**config.mk**
```make
export PLATFORM = sky130hd
export DESIGN_NAME = key_expand_192_seq
export DESIGN_NICKNAME = d
export VERILOG_FILES = /design/src/rtl/aes_key_pkg.sv /design/src/rtl/current_word_gen_192.sv /design/src/rtl/key_expand_192_seq.sv
export SDC_FILE = /design/constraint.sdc
export NUM_CORES = 2
export LEC_CHECK = 0
export BUFFER_PORTS_ARGS = -buffer_cell sky130_fd_sc_hd__buf_2
export CAP_MARGIN = 20
export CORE_ASPECT_RATIO = 1.5
export CORE_MARGIN = 2
export CORE_UTILIZATION = 34
export CTS_CLUSTER_DIAMETER = 200
export DETAILED_ROUTE_END_ITERATION = 12
export GPL_ROUTABILITY_DRIVEN = 1
export HOLD_SLACK_MARGIN = 0.08
export PLACE_DENSITY = 0.48
export SYNTH_ARGS = -nofsm -noshare
export SYNTH_HDL_FRONTEND = slang
export SYNTH_HIERARCHICAL = 1
export SYNTH_SLANG_ARGS = --single-unit
```
**constraint.sdc**
```tcl
create_clock -name clk -period 15.75 [get_ports clk]
set_input_delay 3.15 -clock clk [delete_from_list [all_inputs] [get_ports clk]]
set_output_delay 3.15 -clock clk [all_outputs]
set_load 0.005 [all_outputs]
```
**src/rtl/aes_key_pkg.sv**
```systemverilog
// Shared constants, FSM encoding and S-box helpers
// for the AES-192 key-schedule engine.
package aes_key_pkg;

  localparam int NK     = 6;
  localparam int NWORDS = 52;
  localparam int NRK    = 13;

  typedef enum logic [1:0] {
    IDLE  = 2'd0,
    RUN   = 2'd1,
    FLUSH = 2'd2
  } state_e;

  function automatic logic [7:0] xtime(input logic [7:0] a);
    return {a[6:0], 1'b0} ^ (a[7] ? 8'h1b : 8'h00);
  endfunction

  function automatic logic [7:0] gf_mul(
    input logic [7:0] a,
    input logic [7:0] b
  );
    logic [7:0] p;
    logic [7:0] x;
    p = 8'h00;
    x = a;
    for (int k = 0; k < 8; k++) begin
      if (b[k]) p = p ^ x;
      x = xtime(x);
    end
    return p;
  endfunction

  // Inverse as x^254 (maps 0 to 0), then the affine transform.
  function automatic logic [7:0] sbox(input logic [7:0] x);
    logic [7:0] r;
    logic [7:0] s;
    r = 8'h01;
    s = x;
    for (int k = 1; k < 8; k++) begin
      s = gf_mul(s, s);
      r = gf_mul(r, s);
    end
    return r ^ {r[6:0], r[7]} ^ {r[5:0], r[7:6]}
             ^ {r[4:0], r[7:5]} ^ {r[3:0], r[7:4]}
             ^ 8'h63;
  endfunction

endpackage

```
**src/rtl/current_word_gen_192.sv**
```systemverilog
// AES-192 key-schedule word generator:
// produces w[i] from w[i-1] and w[i-6].
module current_word_gen_192
  import aes_key_pkg::*;
(
  input  logic [5:0]  i,
  input  logic [31:0] prev_word,
  input  logic [31:0] prev_period_word,
  output logic [31:0] word
);

  logic [31:0] rot;
  logic [31:0] sub;
  logic [7:0]  rcon;
  logic        key_step;

  assign rot = {prev_word[23:0], prev_word[31:24]};

  assign sub = {sbox(rot[31:24]), sbox(rot[23:16]),
                sbox(rot[15:8]),  sbox(rot[7:0])};

  always_comb begin
    rcon = 8'h00;
    unique case (i)
      6'd6:    rcon = 8'h01;
      6'd12:   rcon = 8'h02;
      6'd18:   rcon = 8'h04;
      6'd24:   rcon = 8'h08;
      6'd30:   rcon = 8'h10;
      6'd36:   rcon = 8'h20;
      6'd42:   rcon = 8'h40;
      6'd48:   rcon = 8'h80;
      default: rcon = 8'h00;
    endcase
  end

  assign key_step = (i % 6'd6) == 6'd0;

  assign word = prev_period_word ^
    (key_step ? (sub ^ {rcon, 24'h0}) : prev_word);

endmodule

```
**src/rtl/key_expand_192_seq.sv**
```systemverilog
// Sequential AES-192 key expansion: one word per
// advance, packed into 13 round keys on a valid/ready port.
module key_expand_192_seq
  import aes_key_pkg::*;
(
  input  logic         clk,
  input  logic         resetn,
  input  logic         start,
  input  logic [191:0] key_in,
  output logic         busy,
  output logic         rk_valid,
  input  logic         rk_ready,
  output logic [3:0]   rk_idx,
  output logic [127:0] rk_data,
  output logic         done
);

  state_e state_q, state_d;

  logic [5:0]   j_q;
  logic [31:0]  win_q [NK];
  logic [31:0]  acc_q [3];
  logic [1:0]   cnt_q;
  logic         rk_valid_q;
  logic [3:0]   rk_idx_q;
  logic [127:0] rk_data_q;
  logic         done_q;

  logic        adv;
  logic        xfer;
  logic        load;
  logic        emit;
  logic        finish;
  logic        last;
  logic        j_lt_nk;
  logic [31:0] gen_word;
  logic [31:0] word;

  assign adv     = !rk_valid_q | rk_ready;
  assign xfer    = rk_valid_q & rk_ready;
  assign last    = j_q == 6'(NWORDS - 1);
  assign j_lt_nk = j_q < 6'(NK);

  current_word_gen_192 u_gen (
    .i                (j_q),
    .prev_word        (win_q[NK-1]),
    .prev_period_word (win_q[0]),
    .word             (gen_word)
  );

  always_comb begin
    word = gen_word;
    unique case (j_q)
      6'd0:    word = win_q[0];
      6'd1:    word = win_q[1];
      6'd2:    word = win_q[2];
      6'd3:    word = win_q[3];
      6'd4:    word = win_q[4];
      6'd5:    word = win_q[5];
      default: word = gen_word;
    endcase
  end

  always_ff @(posedge clk or negedge resetn) begin
    if (!resetn) state_q <= IDLE;
    else         state_q <= state_d;
  end

  always_comb begin
    state_d = state_q;
    unique case (state_q)
      IDLE:    if (start) state_d = RUN;
      RUN:     if (adv && last) state_d = FLUSH;
      FLUSH:   if (xfer) state_d = IDLE;
      default: state_d = IDLE;
    endcase
  end

  always_comb begin
    load   = 1'b0;
    emit   = 1'b0;
    finish = 1'b0;
    unique case (state_q)
      IDLE:    load   = start;
      RUN:     emit   = adv;
      FLUSH:   finish = xfer;
      default: ;
    endcase
  end

  always_ff @(posedge clk or negedge resetn) begin
    if (!resetn) begin
      j_q   <= '0;
      cnt_q <= '0;
      for (int k = 0; k < NK; k++) win_q[k] <= '0;
      for (int k = 0; k < 3; k++) acc_q[k] <= '0;
    end else if (load) begin
      j_q   <= '0;
      cnt_q <= '0;
      for (int k = 0; k < NK; k++)
        win_q[k] <= key_in[191-32*k -: 32];
    end else if (emit) begin
      j_q   <= j_q + 6'd1;
      cnt_q <= cnt_q + 2'd1;
      if (!j_lt_nk) begin
        for (int k = 0; k < NK - 1; k++)
          win_q[k] <= win_q[k+1];
        win_q[NK-1] <= word;
      end
      unique case (cnt_q)
        2'd0:    acc_q[0] <= word;
        2'd1:    acc_q[1] <= word;
        2'd2:    acc_q[2] <= word;
        default: ;
      endcase
    end
  end

  // A new round key may overwrite one leaving in the same cycle.
  always_ff @(posedge clk or negedge resetn) begin
    if (!resetn) begin
      rk_valid_q <= 1'b0;
      rk_idx_q   <= '0;
      rk_data_q  <= '0;
      done_q     <= 1'b0;
    end else begin
      done_q <= finish;
      if (emit && cnt_q == 2'd3) begin
        rk_valid_q <= 1'b1;
        rk_idx_q   <= j_q[5:2];
        rk_data_q  <= {acc_q[0], acc_q[1], acc_q[2], word};
      end else if (xfer) begin
        rk_valid_q <= 1'b0;
      end
    end
  end

  assign busy     = state_q != IDLE;
  assign rk_valid = rk_valid_q;
  assign rk_idx   = rk_idx_q;
  assign rk_data  = rk_data_q;
  assign done     = done_q;

endmodule

```
# Word level (Yosys, flattened, before mapping)
# Index checks and enable logic that the tools add are counted.
dict set report word_totals {
  ff_bits 432
  input_bits 196
  out_inout_bits 135
  word_cells 1670
}
dict set report op_classes {
  add_sub_neg 2
  div 1
  order_cmp 1
  n_eq_ne 23
  muxes 831
  bitwise 781
  reduce_logical 15
}
# op n
set ops {}
lappend ops {{$xor A8 B8 Y8} 744}
lappend ops {{$mux W8} 420}
lappend ops {{$mux W5} 368}
lappend ops {{$mux W192} 3}
lappend ops {{$pmux W32 S6} 1}
lappend ops {{$pmux W8 S8} 1}
lappend ops {{$xor A32 B32 Y32} 2}
lappend ops {{$mux W6} 6}
lappend ops {{$mux W32} 1}
lappend ops {{$mux W7} 4}
lappend ops {{$not A1 Y1 const A} 28}
lappend ops {{$eq A6 B6 Y1 const B} 4}
lappend ops {{$eq A6 B3 Y1 const B} 3}
lappend ops {{$eq A6 B5 Y1 const B} 3}
lappend ops {{$mux W2} 9}
lappend ops {{$mux W4} 4}
lappend ops {{$not A4 Y4} 4}
lappend ops {{$eq A6 B2 Y1 const B} 2}
lappend ops {{$logic_not A6 Y1} 2}
lappend ops {{$mux W3} 4}
lappend ops {{$reduce_and A3 Y1} 4}
lappend ops {{$mux W1} 9}
lappend ops {{$ne A2 B2 Y1 const B} 4}
lappend ops {{$add A6 B1 Y6 const B} 1}
lappend ops {{16 further kinds} 23}

# Depth between registers and ports, before layout
dict set report logic_depth {
  depth_word 139
  depth_mapped 66
  depth_no_buf 54
}

# Modules after synthesis
# The synthesis kept the hierarchy.
# mod instances cells_each area_per_inst_um2
set by_module_without_submodules {}
lappend by_module_without_submodules {current_word_gen_192 1 7539 55035.3}
lappend by_module_without_submodules {key_expand_192_seq 1 1850 19866.6}

# Least setup slack after synthesis
# OpenSTA, ideal clock, no wires.
dict set report synth_timing {
  path_type {register to register}
  from {reg win_q[8] (netlist bit)}
  to {reg acc_q[22] (netlist bit)}
  setup_ps 137
  t_arrival_ps 15273
  t_required_ps 15613
  slack_ps 340
  stages_incl_launch_ff 55
  n_path_buf 5
  period_less_slack_ps 15410
  cell_sequence {dfrtp_1 -> ha_1 -> clkbuf_1 -> nand2_1 -> xor2_1 -> inv_1 -> clkbuf_1 -> clkbuf_1 -> ha_1 -> clkbuf_1 -> xnor3_1 -> clkbuf_1 -> xnor2_1 -> nand2_1 -> xnor2_1 -> xnor2_1 -> o21ai_0 -> o211ai_1 -> [... 19 more ...] -> xnor3_1 -> nor2_1 -> xnor3_1 -> xnor3_1 -> xnor3_1 -> xor3_1 -> mux2i_1 -> xnor2_1 -> o21a_1 -> xnor3_1 -> xnor2_1 -> xnor2_2 -> xor2_1 -> xnor2_1 -> mux2i_1 -> xnor2_1 -> nor2_1 -> o31ai_1}
}
dict set report synth_between {
  elab_chain_cells 132
  elab_cells_between_ends 387
}
# element line
set synth_lines {}
lappend synth_lines {{from (decl)} key_expand_192_seq.sv:21} ;# logic [31:0] win_q [NK];
lappend synth_lines {{from (signal, indexed assignment)} key_expand_192_seq.sv:101} ;# win_q[k] <= key_in[191-32*k -: 32];
lappend synth_lines {{from (signal, indexed assignment)} key_expand_192_seq.sv:107} ;# win_q[k] <= win_q[k+1];
lappend synth_lines {{from (signal, indexed assignment)} key_expand_192_seq.sv:108} ;# win_q[NK-1] <= word;
lappend synth_lines {{$mux W8} aes_key_pkg.sv:28} ;# if (b[k]) p = p ^ x;
lappend synth_lines {{$xor A8 B8 Y8} aes_key_pkg.sv:28}
lappend synth_lines {{$mux W8} aes_key_pkg.sv:28}
lappend synth_lines {{$xor A8 B8 Y8} aes_key_pkg.sv:28}
lappend synth_lines {{$mux W8} aes_key_pkg.sv:28}
lappend synth_lines {{$xor A8 B8 Y8} aes_key_pkg.sv:28}
lappend synth_lines {{$mux W8} aes_key_pkg.sv:28}
lappend synth_lines {{$xor A8 B8 Y8} aes_key_pkg.sv:28}
lappend synth_lines {{[... 117 more ...]} --}
lappend synth_lines {{$xor A8 B8 Y8} aes_key_pkg.sv:45} ;# ^ {r[4:0], r[7:5]} ^ {r[3:0], r[7:4]}
lappend synth_lines {{$xor A8 B8 Y8 *} aes_key_pkg.sv:45}
lappend synth_lines {{$not A4 Y4 (no line) *} --}
lappend synth_lines {{$xor A32 B32 Y32 *} current_word_gen_192.sv:40} ;# (key_step ? (sub ^ {rcon, 24'h0}) : prev_word);
lappend synth_lines {{$mux W32 *} current_word_gen_192.sv:40}
lappend synth_lines {{$xor A32 B32 Y32 *} current_word_gen_192.sv:39} ;# assign word = prev_period_word ^
lappend synth_lines {{net gen_word[22]} key_expand_192_seq.sv:36} ;# logic [31:0] gen_word;
lappend synth_lines {{$pmux W32 S6 *} key_expand_192_seq.sv:53} ;# unique case (j_q)
lappend synth_lines {{to (decl)} key_expand_192_seq.sv:22} ;# logic [31:0] acc_q [3];
# Mark *: on every way through the listed nets, which the timed path passes. The rest lies on a longest branch.
# A chain may end at the register's enable or synchronous reset.

# Final worst setup path
dict set report layout_timing {
  from {reg win_q[23] (netlist bit)}
  to {reg rk_data_q[25] (netlist: rk_data[25])}
}
dict set report layout_between {
  elab_chain_cells 133
  elab_cells_between_ends 390
}
# element line
set layout_lines {}
lappend layout_lines {{$mux W5 or $mux W8 (tied branches)} {aes_key_pkg.sv:16, aes_key_pkg.sv:28}}
lappend layout_lines {{$xor A8 B8 Y8, on equally long branches} {aes_key_pkg.sv:16, aes_key_pkg.sv:28}}
lappend layout_lines {{$xor A8 B8 Y8 or $mux W8 (tied branches)} aes_key_pkg.sv:28}
lappend layout_lines {{$mux W8 or $xor A8 B8 Y8 (tied branches)} aes_key_pkg.sv:28}
lappend layout_lines {{$xor A8 B8 Y8 or $mux W8 (tied branches)} aes_key_pkg.sv:28}
lappend layout_lines {{$mux W8 or $xor A8 B8 Y8 (tied branches)} aes_key_pkg.sv:28}
lappend layout_lines {{$xor A8 B8 Y8 or $mux W8 (tied branches)} aes_key_pkg.sv:28}
lappend layout_lines {{$mux W8 or $xor A8 B8 Y8 (tied branches)} aes_key_pkg.sv:28}
lappend layout_lines {{[... 118 more ...]} --}
lappend layout_lines {{$xor A8 B8 Y8} aes_key_pkg.sv:45}
lappend layout_lines {{$xor A8 B8 Y8 *} aes_key_pkg.sv:45}
lappend layout_lines {{$not A4 Y4 (no line) *} --}
lappend layout_lines {{$xor A32 B32 Y32 *} current_word_gen_192.sv:40}
lappend layout_lines {{$mux W32 *} current_word_gen_192.sv:40}
lappend layout_lines {{$xor A32 B32 Y32 *} current_word_gen_192.sv:39}
lappend layout_lines {{net gen_word[25]} key_expand_192_seq.sv:36}
lappend layout_lines {{$pmux W32 S6 *} key_expand_192_seq.sv:53}
lappend layout_lines {{to (signal assigned)} key_expand_192_seq.sv:131} ;# rk_data_q <= {acc_q[0], acc_q[1], acc_q[2], word};
lappend layout_lines {{to (decl)} key_expand_192_seq.sv:26} ;# logic [127:0] rk_data_q;
# Marked as above.

==> impl_metrics.ini <==
[outcome]
outcome = complete, no violations

[logic_synthesis]
ys.flop_type = dfrtp_1
synthCells = 9389
ys_warn_count = 6
yosysSeqAreaShare_pct = 14.43
syn_avg_cell_area_um2 = 7.978
synth-edff-count = 0
yosysTopAreaCell = xnor2_1
synth_top_area_share_pct = 18.59
syn_nets = 9613
synthDistinctLibCells = 119
synthArstFlopShare_pct = 100.0
syn_area_mm2 = 0.07490
ys_ff_latch = 432
synth_area_leaders = xnor2_1 (19%), dfrtp_1 (14%), xnor3_1 (9.4%)

[critical_path]
rr_startpoint = win_q[23]
slowest_delay_ps = 580
critPathCapture = rk_data[25]
end_kind = flop
rr_endpoint = rk_data[25]
critPathKind = flop to flop
cp_slowest_cell = or4_1
crit_fanout = 10
critPathRequiredTime_ps = 16240
critPathArrivalTime_ps = 15620
reg2reg_setup_slack_ps = 610
rr_worst_depth = 56
path_common_cell = buf_4
cp-start-kind = flop
crit_start = win_q[23]

[worst_hold_path]
hold_path.class = flop to flop
whs_path_depth = 2

[route]
wl_um = 294900
drtIter0Drc = 4926
drtAntennaViolNets = 0
avgViaCountPerCell = 5.568
drtPass1Iterations = 6
wl_per_cell_um = 23.07
drc = 0
vias = 71160

[die]
die_h_um = 578.8
num_rows = 211
start_util_pct = 34.10
die_x_um = 387.2
core_area_mm2 = 0.2197
dieArea_mm2 = 0.2241
io_pins = 331

[timing]
tightest_slew_ps = 1144
period_share_pct = 96.10
fin_skew_ps = 64.24
slew_violations = 0
finalWorstSetupSlack_ps = 614.8
max_slew_margin_pct = 23.45
period_needed_ps = 15140
hold_viol = 0
setup_viol = 0
fmax_mhz = 66.07

[global_routing]
track_usage_pct = 25.31
antenna_found_initial = 42
grt_max_degree = 161
grt_overflow_total = 0
grt_pass1_vias = 69790
grt_pass1_wl_um = 445100

[placed_design]
io_buffers = 330
place_congestion = 0.9669
dpl.hpwl_um = 225200
place_ws_ps = -694.3
place_inst = 12630

[finish]
drive_gt1_share_pct = 18.33
area_growth_pct = 15.48
layout.nets = 10080
final_common_cell = xnor2_1
final_cell_mix = xnor2_1 (1,482), nor2_1 (1,261), nand2_1 (1,103), buf_4 (716), dfrtp_1 (426)
finalNonFillerCells = 12780
filler_cell_count = 22600

[cts]
cts.clk_slew.worst_paths_ps = 60
clockRootBuffer = clkbuf_16
htree_levels = 2
clock_sinks = 432
cts_buffer_depth = 3
insertion_delay_ps = 690
cts_tree = yes
cts_made_buffers = 52

[flow_run]
cap_violations = 0
critical path, delay by kind of cell, from the launching register on:
kind,cells,cell delay (ps)
xor+xnor,13,3800
fa+ha+maj,2,730
simple gates,10,3130
buf+inv,9,1670
flops,1,410
compound gates,18,4050
mux,4,1210
cell type report:
type | instances | area, um^2 | share of cell area [%]
inverter | 119 | 446.7 | 0.5164
clock inverter | 24 | 315.3 | 0.3645
sequential | 432 | 10820 | 12.51
timing repair buffer | 1065 | 7388 | 8.542
antenna | 14 | 35.03 | 0.04050
tap | 2875 | 3597 | 4.159
multi-input combinational | 8183 | 62460 | 72.21
clock buffer | 70 | 1439 | 1.663
synthesized netlist by cell type, drive strengths merged (13+ instances only):
master,number
o21a,21
o31ai,188
o211ai,69
nand2,1105
and3,53
a2bb2oi,41
a221o,27
nor2b,79
clkbuf,436
inv,110
or2,21
nand2b,67
xnor2,1662
a22oi,56
nand4,13
a211o,16
a21oi,407
o221ai,29
nor3,227
o21ai,371
a211oi,66
xor3,55
nand3,191
mux2i,229
ha,28
o211a,13
xor2,452
o22ai,175
o32ai,27
and2,59
nor3b,24
xnor3,331
mux2,161
a31oi,206
or3,39
a21o,17
a311oi,20
nor2,1305
a2111oi,43
a32oi,25
a221oi,59
dfrtp,432
nor4,26
buf,219
how the worst min path moves through the flow:
stage                    from         to  slack [ps]
floorplan            acc_q[0]   acc_q[0]         440
global placement    acc_q[10]  acc_q[10]         460
detailed placement  acc_q[48]  acc_q[48]         460
CTS                 acc_q[76]  acc_q[76]         480
global route        acc_q[89]  acc_q[89]         500
finish              acc_q[76]  acc_q[76]         470
repair_timing:
| action | 4_1_cts | 5_1_grt |
|---|---|---|
| endpoints found under the setup margin | 52 | 160 |
| resized for setup | 34 | 191 |
| setup buffers | 5 | 35 |
| pin swaps | 4 | 33 |
| hold buffers | 0 | 0 |
state kept, by name (all words and copies together), names as in the netlist:
signal and cells:
win_q 192, done 1, cnt_q 2, state_q 2, rk_idx 4, acc_q 96
j_q 6, rk_data 128, rk_valid 1
through the flow:
step	area [um^2]	setup TNS [ps]	hold WS [ps]	utilization, %
2_1_floorplan	74900	0	444.6	-
3_3_place_gp	83080	-20250	457.2	37.82
3_5_place_dp	83150	-20690	463.0	37.85
4_1_cts	85120	0	476.6	38.75
5_1_grt	86470	-30.29	501.2	39.37
6_report	86500	0	469.7	39.38
cells by family (layout without fill, tap and decap cells):
group | after synthesis | in the layout | synth area share [%]
adder cells (fa/ha/maj) | 30 | 30 | 0.4945
AO/OA/AOI/OAI | 1998 | 1998 | 18.51
XOR/XNOR | 2500 | 2500 | 37.63
other | 0 | 14 | 0
flip-flops | 432 | 432 | 14.43
AND/OR/NAND/NOR | 3260 | 3260 | 18.93
multiplexers | 395 | 395 | 5.636
buffers and inverters | 774 | 1278 | 4.367
metal layers:
layer / wire [um] / track usage (%)
met5: 328 / 0
met3: 15600 / 2.952
met4: 12600 / 9.708
met1: 115100 / 29.56
met2: 151300 / 46.95
Power is not shown: default switching activity piles up to over one toggle a cycle in this logic, so the estimate is an artifact.
